**src/rtl/verify_pkg.sv**
```systemverilog
// Shared types and the byte cipher/hash used by the stream verifier lanes.
package verify_pkg;
  localparam int BYTE_W = 8;
  localparam logic [BYTE_W-1:0] CIPHER_KEY = 8'hC3;
  localparam logic [BYTE_W-1:0] HASH_K     = 8'h3D;

  typedef logic [BYTE_W-1:0] byte_t;
  typedef struct packed {
    logic valid;
    logic hash;
    logic enc;
  } lane_status_t;

  // Cipher is rotate-left-3 then key xor; decrypt undoes it in reverse order.
  function automatic byte_t encrypt(input byte_t p);
    return {p[4:0], p[7:5]} ^ CIPHER_KEY;
  endfunction

  function automatic byte_t decrypt(input byte_t c);
    byte_t t;
    t = c ^ CIPHER_KEY;
    return {t[2:0], t[7:3]};
  endfunction

  function automatic byte_t hash(input byte_t c);
    return (c ^ {c[6:0], c[7]}) + HASH_K;
  endfunction
endpackage

```
**src/rtl/verify_lane.sv**
```systemverilog
// One byte lane: decrypt, re-encrypt and hash the ciphertext, compare each result.
module verify_lane
  import verify_pkg::*;
(
  input  byte_t        plain_i,
  input  byte_t        enc_i,
  input  byte_t        ref_hash_i,
  output lane_status_t status_o
);
  byte_t dec, reenc, hsh;

  assign dec   = decrypt(enc_i);
  assign reenc = encrypt(dec);
  assign hsh   = hash(enc_i);

  assign status_o.valid = (dec == plain_i);
  assign status_o.hash  = (hsh == ref_hash_i);
  assign status_o.enc   = (reenc == enc_i);
endmodule

```
**src/rtl/verify_stream.sv**
```systemverilog
// Two-stage multi-lane stream verifier with frame status and saturating counters.
// Optional sticky failure status is built only when VERIFY_STICKY_EN is defined.
module verify_stream
  import verify_pkg::*;
#(
  parameter int LANES = 4,
  parameter int CNT_W = 16
) (
  input  logic                    clk,
  input  logic                    rst_n,
  input  logic                    in_valid,
  output logic                    in_ready,
  input  logic [BYTE_W*LANES-1:0] in_plain,
  input  logic [BYTE_W*LANES-1:0] in_enc,
  input  logic [BYTE_W*LANES-1:0] in_ref_hash,
  input  logic                    in_last,
  output logic                    out_valid,
  input  logic                    out_ready,
  output logic [LANES-1:0]        out_valid_flag,
  output logic [LANES-1:0]        out_hash_match,
  output logic [LANES-1:0]        out_enc_match,
  output logic                    out_last,
  output logic                    out_frame_ok,
  input  logic                    clr_cnt,
  output logic [CNT_W-1:0]        beat_cnt,
  output logic [CNT_W-1:0]        err_cnt,
  output logic [2:0]              err_sticky
);
  localparam logic [CNT_W-1:0] CNT_MAX = '1;
  localparam logic [CNT_W-1:0] CNT_ONE = {{(CNT_W-1){1'b0}}, 1'b1};

  logic                    s1_valid_q, s2_valid_q, s1_last_q, s2_last_q;
  logic [BYTE_W*LANES-1:0] s1_plain_q, s1_enc_q, s1_hash_q;
  logic [LANES-1:0]        s2_vf_q, s2_hm_q, s2_em_q;
  logic [LANES-1:0]        vf_c, hm_c, em_c;
  lane_status_t            lane_st [LANES];
  logic                    frame_acc_q, frame_acc_d;
  logic [CNT_W-1:0]        beat_cnt_q, beat_cnt_d, err_cnt_q, err_cnt_d;
  logic                    s1_adv, s2_adv, in_hs, out_hs, beat_ok;

  assign s2_adv   = !s2_valid_q || out_ready;
  assign s1_adv   = !s1_valid_q || s2_adv;
  assign in_ready = s1_adv && rst_n;
  assign in_hs    = in_valid && in_ready;
  assign out_hs   = s2_valid_q && out_ready;

  for (genvar g = 0; g < LANES; g++) begin : g_lane
    verify_lane u_lane (
      .plain_i    (s1_plain_q[g*BYTE_W +: BYTE_W]),
      .enc_i      (s1_enc_q[g*BYTE_W +: BYTE_W]),
      .ref_hash_i (s1_hash_q[g*BYTE_W +: BYTE_W]),
      .status_o   (lane_st[g])
    );
    assign vf_c[g] = lane_st[g].valid;
    assign hm_c[g] = lane_st[g].hash;
    assign em_c[g] = lane_st[g].enc;
  end

  // Stage data loads only on an actual transfer, so idle-bus values never reach state.
  always_ff @(posedge clk) begin
    if (!rst_n) begin
      s1_valid_q <= 1'b0;
      s2_valid_q <= 1'b0;
      s1_last_q  <= 1'b0;
      s2_last_q  <= 1'b0;
      s1_plain_q <= '0;
      s1_enc_q   <= '0;
      s1_hash_q  <= '0;
      s2_vf_q    <= '0;
      s2_hm_q    <= '0;
      s2_em_q    <= '0;
    end else begin
      if (s1_adv) s1_valid_q <= in_valid;
      if (in_hs) begin
        s1_plain_q <= in_plain;
        s1_enc_q   <= in_enc;
        s1_hash_q  <= in_ref_hash;
        s1_last_q  <= in_last;
      end
      if (s2_adv) s2_valid_q <= s1_valid_q;
      if (s2_adv && s1_valid_q) begin
        s2_vf_q   <= vf_c;
        s2_hm_q   <= hm_c;
        s2_em_q   <= em_c;
        s2_last_q <= s1_last_q;
      end
    end
  end

  assign out_valid      = s2_valid_q;
  assign out_valid_flag = s2_vf_q;
  assign out_hash_match = s2_hm_q;
  assign out_enc_match  = s2_em_q;
  assign out_last       = s2_last_q;
  assign beat_ok        = (&s2_vf_q) & (&s2_hm_q) & (&s2_em_q);
  assign out_frame_ok   = frame_acc_q & beat_ok;

  always_comb begin
    frame_acc_d = frame_acc_q;
    beat_cnt_d  = beat_cnt_q;
    err_cnt_d   = err_cnt_q;
    if (out_hs) frame_acc_d = s2_last_q ? 1'b1 : (frame_acc_q & beat_ok);
    if (clr_cnt) begin
      beat_cnt_d = '0;
      err_cnt_d  = '0;
    end else if (out_hs) begin
      if (beat_cnt_q != CNT_MAX) beat_cnt_d = beat_cnt_q + CNT_ONE;
      if (!beat_ok && err_cnt_q != CNT_MAX) err_cnt_d = err_cnt_q + CNT_ONE;
    end
  end

  always_ff @(posedge clk) begin
    if (!rst_n) begin
      frame_acc_q <= 1'b1;
      beat_cnt_q  <= '0;
      err_cnt_q   <= '0;
    end else begin
      frame_acc_q <= frame_acc_d;
      beat_cnt_q  <= beat_cnt_d;
      err_cnt_q   <= err_cnt_d;
    end
  end

  assign beat_cnt = beat_cnt_q;
  assign err_cnt  = err_cnt_q;

`ifdef VERIFY_STICKY_EN
  logic [2:0] sticky_q, sticky_d;

  always_comb begin
    sticky_d = sticky_q;
    if (clr_cnt) sticky_d = '0;
    else if (out_hs) sticky_d = sticky_q | {~&s2_vf_q, ~&s2_hm_q, ~&s2_em_q};
  end

  always_ff @(posedge clk) begin
    if (!rst_n) sticky_q <= '0;
    else        sticky_q <= sticky_d;
  end

  assign err_sticky = sticky_q;
`else
  assign err_sticky = 3'b000;
`endif
endmodule

```
**config.mk**
```make
export PLATFORM = sky130hd
export DESIGN_NAME = verify_stream
export DESIGN_NICKNAME = d
export VERILOG_FILES = /design/src/rtl/verify_pkg.sv /design/src/rtl/verify_lane.sv /design/src/rtl/verify_stream.sv
export SDC_FILE = /design/constraint.sdc
export NUM_CORES = 1
export LEC_CHECK = 0
export BUFFER_PORTS_ARGS = -buffer_cell sky130_fd_sc_hd__buf_2
export CAP_MARGIN = 15
export CORE_UTILIZATION = 40
export CTS_BUF_LIST = sky130_fd_sc_hd__clkbuf_8
export CTS_CLUSTER_DIAMETER = 40
export DETAILED_ROUTE_END_ITERATION = 8
export PLACE_DENSITY = 0.58
export SKIP_LAST_GASP = 1
export SYNTH_ARGS = -nofsm -noshare
export SYNTH_HDL_FRONTEND = slang
export SYNTH_HIERARCHICAL = 1
export SYNTH_SLANG_ARGS = --single-unit
```
**constraint.sdc**
```tcl
create_clock -name clk -period 7.5 [get_ports clk]
set_clock_uncertainty 0.15 [all_clocks]
set_input_delay 1.5 -clock clk [delete_from_list [all_inputs] [get_ports clk]]
set_output_delay 1.5 -clock clk [all_outputs]
set_load 0.03 [all_outputs]
```
==> impl_metrics.env <==
export IMPL_r2r_slack_ps=4530
export IMPL_hold_path_class="flip-flop to flip-flop"
export IMPL_drv_slew=0
export IMPL_placed_area_mm2=0.008394
export IMPL_clkSinkCount=145
export IMPL_ant_nets=0
export IMPL_final_layout_size_suffix_gt1_share_pct=20.00
export IMPL_synthCells=967
export IMPL_worstPathRequired_ps=5850
export IMPL_initial_core_util_pct=41.03
export IMPL_die_h_um=141.0
export IMPL_die_w_um=141.0
export IMPL_dr_pass1_iters=4
export IMPL_synth_distinct_cells=64
export IMPL_postCtsSetupRepairBufs=0
export IMPL_drt_iter0_markers=311
export IMPL_drt_wl_total_mm=18.18
export IMPL_grtUsageTotal_pct=18.87
export IMPL_tritoncts="built"
export IMPL_grt_max_degree=108
export IMPL_relSlewSlack_pct=23.24
export IMPL_antenna_found_initial=0
export IMPL_post_cts_resized=0
export IMPL_wl_per_cell_um=13.62
export IMPL_p_leak_nw=3.845
export IMPL_htreeDepth=4
export IMPL_power_density_mw_per_mm2=205.4
export IMPL_drc=0
export IMPL_use_met1_pct=27.04
export IMPL_worstPathArrival_ps=2290
export IMPL_final_cell_mix="nand2_1, buf_2, dfxtp_1"
export IMPL_whs_ps=317.6
export IMPL_setup_violations_final=0
export IMPL_seq_area_frac_synth_pct=37.57
export IMPL_overflow=0
export IMPL_design_area_mm2=0.008831
export IMPL_synth_area_mm2=0.007726
export IMPL_grt_pass1_vias=5991
export IMPL_hp_start="s1_hash_q[7]$_SDFFE_PN0P_"
export IMPL_yosysWarnings=6
export IMPL_rr_endpoint="out_hash_match[0]$_SDFFE_PN0P_"
export IMPL_worst_r2r_cell_count=9
export IMPL_whs_path_depth=2
export IMPL_rows=50
export IMPL_place_hpwl_mm=12.46
export IMPL_gp_congestion=0.7634
export IMPL_grt_met2_usage_pct=28.20
export IMPL_cts_hold_buf=0
export IMPL_areaGrowthSynthToFinish_pct=14.30
export IMPL_finalPower_w=0.001814
export IMPL_peakVddDrop_mv=0.1091
export IMPL_avgViaCountPerCell=4.893
export IMPL_critPathMaxFanout=5
export IMPL_io_buffers=149
export IMPL_worst_pin_slew_ps=1151
export IMPL_ys_async_sr_fraction_pct=0
export IMPL_fin_crit_ps=3940
export IMPL_coreArea_mm2=0.01883
export IMPL_grt_pass1_wl_mm=30.10
export IMPL_synth_avg_cell_area_um2=7.990
export IMPL_clk_pin_slew_ps=80
export IMPL_reg2reg_from="s1_enc_q[1]$_SDFFE_PN0P_"
export IMPL_ios=153
export IMPL_antenna_cells=0
export IMPL_max_cap_violations=0
export IMPL_outcome="completed"
export IMPL_hold_viol=0
export IMPL_grtUsageMet3_pct=3.770
export IMPL_finalSetupTns_ps=0
export IMPL_insertion_delay_ps=440
export IMPL_final_common_cell="nand2_1"
export IMPL_grt_busiest_layer="met2"
export IMPL_critPathKind="input port to output port"
export IMPL_vias=6532
export IMPL_cts_root_buf="clkbuf_8"
export IMPL_numCtsBuffers=17
export IMPL_ys_ff_latch=145
export IMPL_grt_setup_unrepaired="no"
export IMPL_nNetsFinal=1170
export IMPL_period_share_pct=52.54
export IMPL_fmax_mhz=253.8
export IMPL_hold_end="s1_hash_q[7]$_SDFFE_PN0P_"
export IMPL_worstSetupStartpointType="input port"
export IMPL_clock_path_buffers=2
export IMPL_synth_edf_count=0
export IMPL_cp_end_kind="output port"
export IMPL_synthFlopType="dfxtp_1"
export IMPL_dieArea_mm2=0.01988
[Yosys cell counts, drive strengths merged, types with 4 or more instances]
| cell type | n | area [um2] |
|---|---|---|
| nand2b | 7 | 43.79 |
| o21bai | 4 | 30.03 |
| clkbuf | 25 | 93.84 |
| nand4b | 8 | 70.07 |
| conb | 5 | 18.77 |
| nor3 | 7 | 35.03 |
| a211oi | 9 | 67.56 |
| nand2 | 235 | 884.6 |
| nor2b | 8 | 50.05 |
| a21oi | 11 | 58.81 |
| nand4 | 24 | 162.7 |
| and3 | 6 | 42.54 |
| ha | 6 | 75.07 |
| xor2 | 35 | 329.1 |
| buf | 53 | 351.6 |
| dfxtp | 145 | 2903 |
| nand3b | 5 | 37.54 |
| o21ai | 17 | 85.08 |
| nor2 | 50 | 187.7 |
| inv | 16 | 60.06 |
| xnor2 | 84 | 735.7 |
| nand3 | 125 | 653.1 |
| nor4 | 14 | 181.4 |
| a21boi | 22 | 168.9 |
| or3 | 4 | 25.02 |
[where the power goes]
group	total (W)	internal, W	switching, W
Sequential	0.000868	0.000810	0.0000580
Clock	0.000679	0.000371	0.000308
Combinational	0.000267	0.000129	0.000138
Total	0.00181	0.00131	0.000504
[worst max path at each step]
stage / from / to / slack (ps) / cells past startpoint
finish: out_ready / in_ready / 3560 / 4
global route: out_ready / in_ready / 3500 / 4
CTS: out_ready / in_ready / 3550 / 4
detailed placement: out_ready / in_ready / 3560 / 4
global placement: out_ready / in_ready / 3570 / 4
floorplan: rst_n / in_ready / 3770 / 2
[state kept, by name, indices dropped and copies added (netlist names)]
| signal | flops |
|---|---|
| out_last | 1 |
| s1_last_q | 1 |
| frame_acc_q | 1 |
| s1_valid_q | 1 |
| beat_cnt | 16 |
| err_cnt | 16 |
| out_valid_flag | 4 |
| s1_enc_q | 32 |
| s1_plain_q | 32 |
| out_enc_match | 4 |
| out_hash_match | 4 |
| s1_hash_q | 32 |
| out_valid | 1 |
[metal layers]
layer	up-vias	wire, um
li1	3421	-
met1	2954	9277
met2	143	7919
met3	14	779
met4	0	204
met5	-	0
[kinds of logic (layout without fill, tap and decap cells)]
kind of cell,count (synthesis),in the layout,share of synthesized area [%]
simple gates,504,504,31.90
flops,145,145,37.57
xor+xnor,119,119,13.78
buf+inv,94,200,6.543
compound gates,92,92,8.729
fa+ha+maj,6,6,0.9716
other cells,5,7,0.2429
mux,2,2,0.2591
[per-stage QoR]
step	std cells	worst slack [ps]	utilization (%)
global route	1335	3503	46.90
detailed placement	1303	3559	44.58
finish	1335	3560	46.90
CTS	1335	3551	46.90
global placement	1303	3568	44.58
floorplan	969	3770	-
[worst max-delay path, stage by stage]
cell	delay, ps
buf_2	90
and2b_1	220
a21boi_2	240
buf_2	240
[area by class of cell]
class,instances,area [um2]
Fill cell,1956,10000
Multi-Input combinational cell,730,4335
Sequential cell,145,2903
Timing Repair Buffer,152,770.7
Tap cell,260,325.3
Clock buffer,18,247.7
Clock inverter,14,188.9
Inverter,16,60.06
(Power assumes the default switching activity.)
